<file path="src/rtl/pucch_pkg.sv">
// rtl/pucch_pkg.sv - shared types and helpers for the PUCCH sequence generator
//
// Contents:
//   CYC_PTS       number of points on the phase circle (24)
//   phase_idx_t   5-bit phase index 0..23
//   phi_code_t    2-bit base-sequence phase code
//   seq_state_t   sequencer FSM states
//   phi_to_base   maps a phase code to 3*phi mod 24
package pucch_pkg;

    localparam int CYC_PTS = 24;

    typedef logic [4:0] phase_idx_t;
    typedef logic [1:0] phi_code_t;

    typedef enum logic {
        IDLE = 1'b0,
        RUN  = 1'b1
    } seq_state_t;

    // phi in {-3,-1,+1,+3} (units of pi/4) expressed in units of pi/12,
    // folded into 0..23: -9 -> 15, -3 -> 21, 3 -> 3, 9 -> 9.
    function automatic phase_idx_t phi_to_base(input phi_code_t code);
        phase_idx_t base;
        case (code)
            2'b00:   base = 5'd15;
            2'b01:   base = 5'd21;
            2'b10:   base = 5'd3;
            default: base = 5'd9;
        endcase
        return base;
    endfunction

endpackage

</file>
<file path="src/rtl/cyc_24.sv">
// rtl/cyc_24.sv - 24-point unit-circle lookup, sfix16 (scale 2^15, +1.0 saturates)
//
// Ports:
//   idx  in   5   phase index 0..23 (angle = idx * 15 degrees)
//   re   out  16  cos(angle), two's complement
//   im   out  16  sin(angle), two's complement
module cyc_24 (
    input  logic [4:0]  idx,
    output logic [15:0] re,
    output logic [15:0] im
);

    always_comb begin
        re = 16'h0000;
        im = 16'h0000;
        case (idx)
            5'd0:  begin re = 16'h7FFF; im = 16'h0000; end
            5'd1:  begin re = 16'h7BA3; im = 16'h2121; end
            5'd2:  begin re = 16'h6EDA; im = 16'h4000; end
            5'd3:  begin re = 16'h5A82; im = 16'h5A82; end
            5'd4:  begin re = 16'h4000; im = 16'h6EDA; end
            5'd5:  begin re = 16'h2121; im = 16'h7BA3; end
            5'd6:  begin re = 16'h0000; im = 16'h7FFF; end
            5'd7:  begin re = 16'hDEDF; im = 16'h7BA3; end
            5'd8:  begin re = 16'hC000; im = 16'h6EDA; end
            5'd9:  begin re = 16'hA57E; im = 16'h5A82; end
            5'd10: begin re = 16'h9126; im = 16'h4000; end
            5'd11: begin re = 16'h845D; im = 16'h2121; end
            5'd12: begin re = 16'h8000; im = 16'h0000; end
            5'd13: begin re = 16'h845D; im = 16'hDEDF; end
            5'd14: begin re = 16'h9126; im = 16'hC000; end
            5'd15: begin re = 16'hA57E; im = 16'hA57E; end
            5'd16: begin re = 16'hC000; im = 16'h9126; end
            5'd17: begin re = 16'hDEDF; im = 16'h845D; end
            5'd18: begin re = 16'h0000; im = 16'h8000; end
            5'd19: begin re = 16'h2121; im = 16'h845D; end
            5'd20: begin re = 16'h4000; im = 16'h9126; end
            5'd21: begin re = 16'h5A82; im = 16'hA57E; end
            5'd22: begin re = 16'h6EDA; im = 16'hC000; end
            5'd23: begin re = 16'h7BA3; im = 16'hDEDF; end
            default: begin re = 16'h0000; im = 16'h0000; end
        endcase
    end

endmodule

</file>
<file path="src/rtl/pucch_mod24_add.sv">
// rtl/pucch_mod24_add.sv - modulo-24 adder for operands already in 0..23
//
// Ports:
//   a, b  in   5  operands, each 0..23
//   sum   out  5  (a + b) mod 24
module pucch_mod24_add
    import pucch_pkg::*;
(
    input  phase_idx_t a,
    input  phase_idx_t b,
    output phase_idx_t sum
);

    logic [5:0] raw;

    // Both operands are below 24, so one conditional subtract is enough.
    always_comb begin
        raw = {1'b0, a} + {1'b0, b};
        if (raw >= 6'(CYC_PTS)) begin
            raw = raw - 6'(CYC_PTS);
        end
        sum = raw[4:0];
    end

endmodule

</file>
<file path="src/rtl/pucch_seq_gen.sv">
// rtl/pucch_seq_gen.sv - PUCCH low-PAPR sequence generator (stream of N_SC phase samples)
//
// Optional feature macro: PUCCH_SEQ_CONJ_EN (adds i_conj, conjugated output).
//
// Ports:
//   i_clk, i_rst       clock, asynchronous active-high reset
//   i_start            start request (ignored while busy)
//   i_phi   [2*N_SC]   phase codes, sample n at bits [2n+1:2n]
//   i_m_cs  [4]        cyclic shift, taken mod 12
//   i_conj             (macro only) conjugate the sequence, latched at start
//   o_busy             sequence in progress
//   o_valid/i_ready    output beat handshake
//   o_idx   [5]        phase index of the beat
//   o_re/o_im [16]     sfix16 sample
//   o_last             final beat of the sequence
module pucch_seq_gen
    import pucch_pkg::*;
#(
    parameter int N_SC  = 12,
    parameter int CNT_W = 4
) (
    input  logic              i_clk,
    input  logic              i_rst,
    input  logic              i_start,
    input  logic [2*N_SC-1:0] i_phi,
    input  logic [3:0]        i_m_cs,
`ifdef PUCCH_SEQ_CONJ_EN
    input  logic              i_conj,
`endif
    output logic              o_busy,
    output logic              o_valid,
    input  logic              i_ready,
    output logic [4:0]        o_idx,
    output logic [15:0]       o_re,
    output logic [15:0]       o_im,
    output logic              o_last
);

    localparam logic [CNT_W-1:0] LAST_N = CNT_W'(N_SC - 1);

    seq_state_t        state;
    seq_state_t        state_nxt;
    logic [2*N_SC-1:0] phi_q;
    phase_idx_t        step_q;
    phase_idx_t        acc_q;
    logic [CNT_W-1:0]  n_q;

    logic              start_ok;
    logic              accept;
    logic              advance;
    logic              load_beat;
    logic              is_last_n;

    logic [3:0]        cs_mod;
    phase_idx_t        step_in;
    logic [CNT_W-1:0]  n_sel;
    phi_code_t         code_sel;
    phase_idx_t        acc_sum;
    phase_idx_t        acc_in;
    phase_idx_t        base_sel;
    phase_idx_t        idx_raw;
    phase_idx_t        idx_fin;
    logic [15:0]       lut_re;
    logic [15:0]       lut_im;

`ifdef PUCCH_SEQ_CONJ_EN
    logic              conj_q;
    logic              conj_sel;
`endif

    // State register
    always_ff @(posedge i_clk or posedge i_rst) begin
        if (i_rst) begin
            state <= IDLE;
        end else begin
            state <= state_nxt;
        end
    end

    // Next-state logic
    always_comb begin
        state_nxt = state;
        case (state)
            IDLE:    if (i_start) state_nxt = RUN;
            RUN:     if (i_ready && (n_q == LAST_N)) state_nxt = IDLE;
            default: state_nxt = IDLE;
        endcase
    end

    // FSM outputs and control strobes; o_valid is high for the whole RUN state
    always_comb begin
        o_busy    = (state == RUN);
        o_valid   = (state == RUN);
        is_last_n = (n_q == LAST_N);
        start_ok  = (state == IDLE) && i_start;
        accept    = (state == RUN) && i_ready;
        advance   = accept && !is_last_n;
        load_beat = start_ok || advance;
    end

    // Next-beat index: in IDLE the first beat is built straight from the
    // inputs so it can be registered on the same edge that accepts start.
    always_comb begin
        cs_mod  = (i_m_cs >= 4'd12) ? (i_m_cs - 4'd12) : i_m_cs;
        step_in = {cs_mod, 1'b0};

        n_sel    = (state == IDLE) ? '0 : (n_q + 1'b1);
        code_sel = phi_q[1:0];
        for (int k = 0; k < N_SC; k++) begin
            if (n_sel == CNT_W'(k)) begin
                code_sel = phi_q[2*k +: 2];
            end
        end
        if (state == IDLE) begin
            code_sel = i_phi[1:0];
        end

        base_sel = phi_to_base(code_sel);
        acc_in   = (state == IDLE) ? '0 : acc_sum;
    end

    pucch_mod24_add u_acc_add (
        .a   (acc_q),
        .b   (step_q),
        .sum (acc_sum)
    );

    pucch_mod24_add u_idx_add (
        .a   (base_sel),
        .b   (acc_in),
        .sum (idx_raw)
    );

`ifdef PUCCH_SEQ_CONJ_EN
    // Conjugation negates the phase: (24 - idx) mod 24, with 0 staying 0.
    always_comb begin
        conj_sel = (state == IDLE) ? i_conj : conj_q;
        idx_fin  = idx_raw;
        if (conj_sel && (idx_raw != '0)) begin
            idx_fin = 5'(CYC_PTS) - idx_raw;
        end
    end
`else
    assign idx_fin = idx_raw;
`endif

    cyc_24 u_cyc (
        .idx (idx_fin),
        .re  (lut_re),
        .im  (lut_im)
    );

    // Sequence context and output register stage
    always_ff @(posedge i_clk or posedge i_rst) begin
        if (i_rst) begin
            phi_q  <= '0;
            step_q <= '0;
            acc_q  <= '0;
            n_q    <= '0;
            o_idx  <= '0;
            o_re   <= '0;
            o_im   <= '0;
            o_last <= 1'b0;
`ifdef PUCCH_SEQ_CONJ_EN
            conj_q <= 1'b0;
`endif
        end else begin
            if (start_ok) begin
                phi_q  <= i_phi;
                step_q <= step_in;
                acc_q  <= '0;
                n_q    <= '0;
`ifdef PUCCH_SEQ_CONJ_EN
                conj_q <= i_conj;
`endif
            end else if (advance) begin
                acc_q <= acc_sum;
                n_q   <= n_q + 1'b1;
            end else if (accept) begin
                // last beat taken: park the context for the next start
                acc_q  <= '0;
                n_q    <= '0;
                o_last <= 1'b0;
            end

            if (load_beat) begin
                o_idx  <= idx_fin;
                o_re   <= lut_re;
                o_im   <= lut_im;
                o_last <= (n_sel == LAST_N);
            end
        end
    end

endmodule

</file>
<file path="config.mk">
export PLATFORM = sky130hd
export DESIGN_NAME = pucch_seq_gen
export DESIGN_NICKNAME = d
export VERILOG_FILES = /design/src/rtl/pucch_pkg.sv /design/src/rtl/cyc_24.sv /design/src/rtl/pucch_mod24_add.sv /design/src/rtl/pucch_seq_gen.sv
export SDC_FILE = /design/constraint.sdc
export NUM_CORES = 1
export LEC_CHECK = 0
export ABC_AREA = 1
export BUFFER_PORTS_ARGS = -buffer_cell sky130_fd_sc_hd__clkbuf_2
export CORE_ASPECT_RATIO = 1.2
export CORE_MARGIN = 3
export CORE_UTILIZATION = 58
export DETAILED_ROUTE_END_ITERATION = 7
export GPL_ROUTABILITY_DRIVEN = 0
export GPL_TIMING_DRIVEN = 0
export PLACE_DENSITY_LB_ADDON = 0.12
export SLEW_MARGIN = 5
export SYNTH_ARGS = -nofsm -noshare
export SYNTH_HDL_FRONTEND = slang
export SYNTH_HIERARCHICAL = 1
export SYNTH_SLANG_ARGS = --single-unit
</file>
<file path="constraint.sdc">
create_clock -name i_clk -period 5.1 [get_ports i_clk]
set_clock_uncertainty 0.2 [all_clocks]
set_input_delay 0.765 -clock i_clk [delete_from_list [all_inputs] [get_ports i_clk]]
set_output_delay 0.765 -clock i_clk [all_outputs]
set_load 0.005 [all_outputs]
</file>
==> results.md, run 1 <==
* Antenna violations before repair at 0
* Layout area overhead at 16.45%
* Worst-path clk slew at 80 ps
* H-tree depth at 3
* Met1 usage at 31.16%
* WP data arrival at 4760 ps
* YS warnings at 6
* Vias in the first global route at 4455
* Max Transition Viols Final at 0
* Worst path slowest cell: dfrtp_1
* Crit-path max cell delay at 440 ps
* NumNets Final at 805
* Count of unique library cells instantiated by Yosys at 37
* Clock Latency Late Sink at 350 ps
* Starting density of the core at 60.80%
* Num CTS Buffers at 9
* Post-Route Utilization at 70.80%
* Crit-path most repeated cell: nand2_1
* Pin count of the biggest net entering global routing at 57
* CTS tree: done
* Area contributors post-synth: dfrtp_1, nand2_1, ha_1
* Max cap viols at 0
* Clock Path Buffers at 2
* CP Capture Type: flip-flop
* Min cycle time layout at 4714 ps
* Core Region at 0.007795 mm^2
* GR peak layer: met2
* First-pass detailed-route iteration total at 5
* Top-area cell type share of the netlist area at 40.13%
* Final Hold Slack at 145.7 ps
* Max_slew headroom at 58.63%
* Vias at 4518
* Layout cells sized above 1 at 20.40%
* Antenna violation net count after detailed routing at 0
* Hold Crit Class: in -> async
* Post-DP HPWL at 8.543 mm
* Peak fanout along the critical path at 7
* CTS Root Cell: clkbuf_8
* DIE HEIGHT at 105.0 um
* Met2 global-route usage at 47.22%
* Synthesized area at 0.004740 mm^2
* Antenna diodes at 0
* Syn_area_per_cell at 7.116 um^2
* CTS hold repair buffers at 0
* Rows at 35
* Tcrit/Tclk final at 92.43%
* Ys async rst share at 100.0%
* Status: completed
* CTS sink count at 76
* Primary FF master, synth: dfrtp_1
* Ports at 72
* Net Count, Synth at 720
* Global route overflow at 0
* Startpoint class of the critical path: flip-flop
* Cells after Synth at 666
* Vias per inst at 5.334
* Flops & latches, synth at 76
* Area leader, netlist: dfrtp_1
* Slew @ Worst Pin at 620.6 ps
* Commonest non-fill, non-tap cells in the layout: nand2_1, dfrtp_1, clkbuf_2, inv_1, nand3_1
* First-pass GRT wire length at 19.67 mm
* Commonest non-fill, non-tap cell in the layout: nand2_1
* Final setup vio count at 0
* DRT iter0 DRCs at 278
* Post-synth EDFFs at 0
* Routed len/inst at 13.82 um
* Chip Width at 88.52 um
* Input/output buffers at 71
* Met3 Track Usage GR at 2.839%
* Die area at 0.009297 mm^2
* GRT Total Usage at 26.38%
* Max Fclk at 212.1 MHz
* Sequential area share after synthesis at 40.13%
* Residual DRC at 0
* Total Routed Length at 11.71 mm
* Kind of critical path: reg -> reg
* Final hold violations at 0
* Crit path required time at 5150 ps
## cell families after synthesis
group,count (synthesis),synth area share [%]
and+or+nand+nor,415,37.09
adders and majority gates,22,6.125
AOI/OAI and AO/OA,50,6.283
other,2,0.1585
buffers and inverters,99,9.847
DFF,76,40.13
xor gates and xnor gates,2,0.3697
## per-layer routing
layer  share of wire [%]  vias to the layer above
met5                   0                        -
li1                    -                     2228
met1                  40                     2087
met4                 2.6                        0
met2                  52                      169
met3                 5.0                       34
## final cells by class
type / count / area [um^2]
Buffer: 34 / 226.5
Clock buffer: 9 / 123.9
Clock inverter: 6 / 88.84
Fill cell: 648 / 2276
Inverter: 65 / 246.5
Multi-Input combinational cell: 491 / 2419
Sequential cell: 76 / 1902
Tap cell: 92 / 115.1
Timing Repair Buffer: 74 / 397.9
## stage by stage
step,TNS [ps],setup WS (ps),instance area (um^2),instances
final,0,385.9,5519,847
after global routing,-3.587,-2.177,5519,847
after CTS,0,73.00,5453,845
after detailed placement,0,117.8,5240,830
after global placement,0,222.0,5210,829
after floorplan,0,816.2,4740,666
## worst paths after layout
check	start	endpoint	slack, ps	cells after the start
min in group i_clk	phi_q[8]$_DFFE_PP0P_	phi_q[8]$_DFFE_PP0P_	280	2
max in group asynchronous	i_rst	phi_q[0]$_DFFE_PP0P_	3990	3
min	i_rst	phi_q[14]$_DFFE_PP0P_	150	2
min reg2reg	phi_q[8]$_DFFE_PP0P_	phi_q[8]$_DFFE_PP0P_	280	2
max reg2reg	n_q[0]$_DFFE_PP0P_	o_im[9]$_DFFE_PP0N_	390	42
max	n_q[0]$_DFFE_PP0P_	o_im[9]$_DFFE_PP0N_	390	42
## timing repair
action | in CTS | in global routing
setup buffers | 0 | 2
gates resized for setup | 0 | 10
setup endpoints to repair | 0 | 27
## worst max-delay path: cells and delay by family, from the launching register on
| kind | cells | cell delay (ps) |
|---|---|---|
| DFF | 1 | 440 |
| buffers and inverters | 8 | 820 |
| and+or+nand+nor | 30 | 2350 |
| AOI/OAI and AO/OA | 1 | 100 |
| adders and majority gates | 3 | 690 |
## synthesized netlist by cell type, types with 2 or more instances
cell	number
a21oi_1	12
a21oi_2	2
a22oi_1	2
buf_1	2
buf_4	17
buf_6	4
clkbuf_1	10
conb_1	2
dfrtp_1	76
fa_1	2
ha_1	20
inv_1	58
inv_2	7
nand2_1	306
nand2_2	8
nand3_1	39
nand3_2	9
nand4_1	8
nor2_1	32
nor2_2	4
o211ai_1	7
o21ai_0	20
o31ai_1	2
or2_1	2
or2_2	2
xor2_1	2
## sequential cells by signal (all words and copies together) (netlist names)
signal,count
o_im,16
o_idx,5
o_busy,1
n_q,4
acc_q,5
phi_q,24
o_re,16
o_last,1
step_q,4
Power of run 1 is left out: the tool's default activity adds up to more than one toggle a clock period on the data nets, which glitch-free logic cannot reach.
==> run 2, diff against run 1 <==
--- a/config.mk
+++ b/config.mk
@@ -9,7 +9,7 @@
 export BUFFER_PORTS_ARGS = -buffer_cell sky130_fd_sc_hd__clkbuf_2
 export CORE_ASPECT_RATIO = 1.2
 export CORE_MARGIN = 3
-export CORE_UTILIZATION = 58
+export CORE_UTILIZATION = 50
 export DETAILED_ROUTE_END_ITERATION = 7
 export GPL_ROUTABILITY_DRIVEN = 0
 export GPL_TIMING_DRIVEN = 0
==> run 2 against run 1 <==
Effect of this change: routed wire length down 0.52%; via count fell by 1.5%; critical path depth is 7 lower; count of clock-buffer cells in the layout up 1; utilization fell by 9.0 points; hold slack better by 15 ps; flip-flop and latch count is the same; setup slack gained 72 ps; maximum frequency increased by 1.6%; first-iteration DRC count fell by 28%; sequential share of layout area is 0.71 points lower.
==> results.md, run 2 (synthesized netlist as in run 1, its figures left out) <==
* Hold Crit Class: in -> async
* Placed Cells at 858 (+3.4%)
* CTS hold repair buffers at 0 (unchanged)
* Die area at 0.01069 mm^2 (+15%)
* Chip Width at 94.88 um (+7.2%)
* First-pass detailed-route iteration total at 5 (unchanged)
* CTS Root Cell: clkbuf_8
* Antenna violations before repair at 0 (unchanged)
* Clock Path Buffers at 2 (unchanged)
* Final hold violations at 0 (unchanged)
* Layout cells sized above 1 at 21.40% (+1.0 points)
* WP data arrival at 4680 ps (-80 ps)
* Ports at 72 (unchanged)
* Total Routed Length at 11.65 mm (-0.52%)
* CP Capture Type: flip-flop
* Largest register FFs at 24 (unchanged)
* FF-to-FF setup slack at 460 ps (+70 ps)
* Num CTS Buffers at 9 (unchanged)
* Commonest non-fill, non-tap cell in the layout: nand2_1
* Crit path required time at 5140 ps (about the same)
* Layout area overhead at 19.06%
* Largest regs: phi_q: 24 flops, o_im: 16 flops, o_re: 16 flops
* Clock Latency Late Sink at 350 ps (about the same)
* Slew @ Worst Pin at 593.1 ps (-27.48 ps)
* Final setup vio count at 0 (unchanged)
* Max_slew headroom at 60.46% (+1.8 points)
* Tcrit/Tclk final at 91.01% (-1.4 points)
* Top reg by flops: phi_q
* Residual DRC at 0 (unchanged)
* Status: completed
* Crit-path most repeated cell: nand2_1
* CTS tree: done
* Max Fclk at 215.4 MHz (+1.6%)
* GRT Total Usage at 22.82% (-3.6 points)
* Commonest non-fill, non-tap cells in the layout: nand2_1, dfrtp_1, clkbuf_2, inv_1, nand3_1
* NumNets Final at 806 (+0.12%)
* Antenna violation net count after detailed routing at 0 (unchanged)
* H-tree depth at 3 (unchanged)
* Filler Cell Count at 859 (+33%)
* Non-filler instance count after layout at 877 (+3.5%)
* CTS sink count at 76 (unchanged)
* Input/output buffers at 71 (unchanged)
* Worst-path clk slew at 80 ps (about the same)
* Worst path slowest cell: dfrtp_2
* Post-DP HPWL at 8.632 mm (+1.0%)
* Global route overflow at 0 (unchanged)
* Final TNS setup at 0 ps (unchanged)
* Capture point of the worst reg-to-reg path: o_re[6]$_DFFE_PP0N_
* Max Transition Viols Final at 0 (unchanged)
* Antenna diodes at 0 (unchanged)
* Rows at 38 (+8.6%)
* Crit-path max cell delay at 450 ps (about the same)
* Peak fanout along the critical path at 10 (+3)
* DIE HEIGHT at 112.7 um (+7.3%)
* RSZ-0062 raised after global routing: false
* Pin count of the biggest net entering global routing at 55 (-3.5%)
* Startpoint class of the critical path: flip-flop
* Routed len/inst at 13.28 um (-3.9%)
* Starting density of the core at 51.92% (-8.9 points)
* DRT iter0 DRCs at 200 (-28%)
* Min cycle time layout at 4642 ps (-72.48 ps)
* Kind of critical path: reg -> reg
* Reg2Reg Depth at 35 (-17%)
* Max cap viols at 0 (unchanged)
* Vias at 4448 (-1.5%)
* Vias in the first global route at 4242 (-4.8%)
* Vias per inst at 5.072 (-4.9%)
* Core Region at 0.009129 mm^2 (+17%)
* First-pass GRT wire length at 19.42 mm (-1.3%)
* Critical R2R Launch: n_q[1]$_DFFE_PP0P_
[run 2: cell count changes in the layout (fill, tap and decap cells not counted), moves of 2 or more]
cell,change
bufinv_16,+2
dfrtp_2,+2
dfrtp_1,-2
nand2_1,-3
clkinvlp_4,-2
nand2_2,+2
[run 2: metrics by stage]
stage          instance area [um^2]  util [%]  hold slack, ps  setup slack (ps)
6_report                       5643     61.81           160.6             458.4
5_1_grt                        5643     61.81           171.8             19.02
4_1_cts                        5547     60.76           152.7             30.46
3_5_place_dp                   5275     57.79           263.1             62.81
3_3_place_gp                   5245     57.46           259.7             193.6
2_1_floorplan                  4740         -           234.9             816.2
[run 2: how the worst max path moves through the flow]
stage | end | slack, ps | cells after the start | start
floorplan | o_re[4]$_DFFE_PP0N_ | 820 | 36 | n_q[0]$_DFFE_PP0P_
global placement | o_im[10]$_DFFE_PP0N_ | 190 | 33 | n_q[0]$_DFFE_PP0P_
detailed placement | o_im[6]$_DFFE_PP0N_ | 60 | 33 | n_q[0]$_DFFE_PP0P_
CTS | o_im[6]$_DFFE_PP0N_ | 30 | 33 | n_q[0]$_DFFE_PP0P_
global route | o_re[10]$_DFFE_PP0N_ | 20 | 38 | n_q[1]$_DFFE_PP0P_
finish | o_re[6]$_DFFE_PP0N_ | 460 | 35 | n_q[1]$_DFFE_PP0P_
[run 2: cell type report]
type / instances / area, um^2 / area share, %
Multi-Input combinational cell: 491 / 2427 / 43.02
Sequential cell: 76 / 1904 / 33.75
Timing Repair Buffer: 75 / 417.9 / 7.406
Inverter: 65 / 249.0 / 4.412
Buffer: 34 / 222.7 / 3.947
Tap cell: 120 / 150.1 / 2.661
Clock buffer: 10 / 137.6 / 2.439
Clock inverter: 6 / 133.9 / 2.372
[run 2: repair_timing]
action                                  CTS  global route
endpoints found under the setup margin    0            32
setup buffers                             0             3
gates resized for setup                   0            18
[run 2: routing by layer]
metal | GRT usage, % | share of wire [%] | up-vias
met1 | 26.68 | 41 | 2068
met2 | 41.16 | 52 | 123
met4 | 8.373 | 2.1 | 0
met5 | 0 | 0 | -
met3 | 3.887 | 4.6 | 26
li1 | - | - | 2231
[run 2: worst max-delay path, delay by kind of cell (launching register included)]
family                     cells  cell delay, ps
buffers and inverters          4             580
adders and majority gates      3             810
and+or+nand+nor               28            2480
DFF                            1             450
Power of run 2 is left out for the same reason.
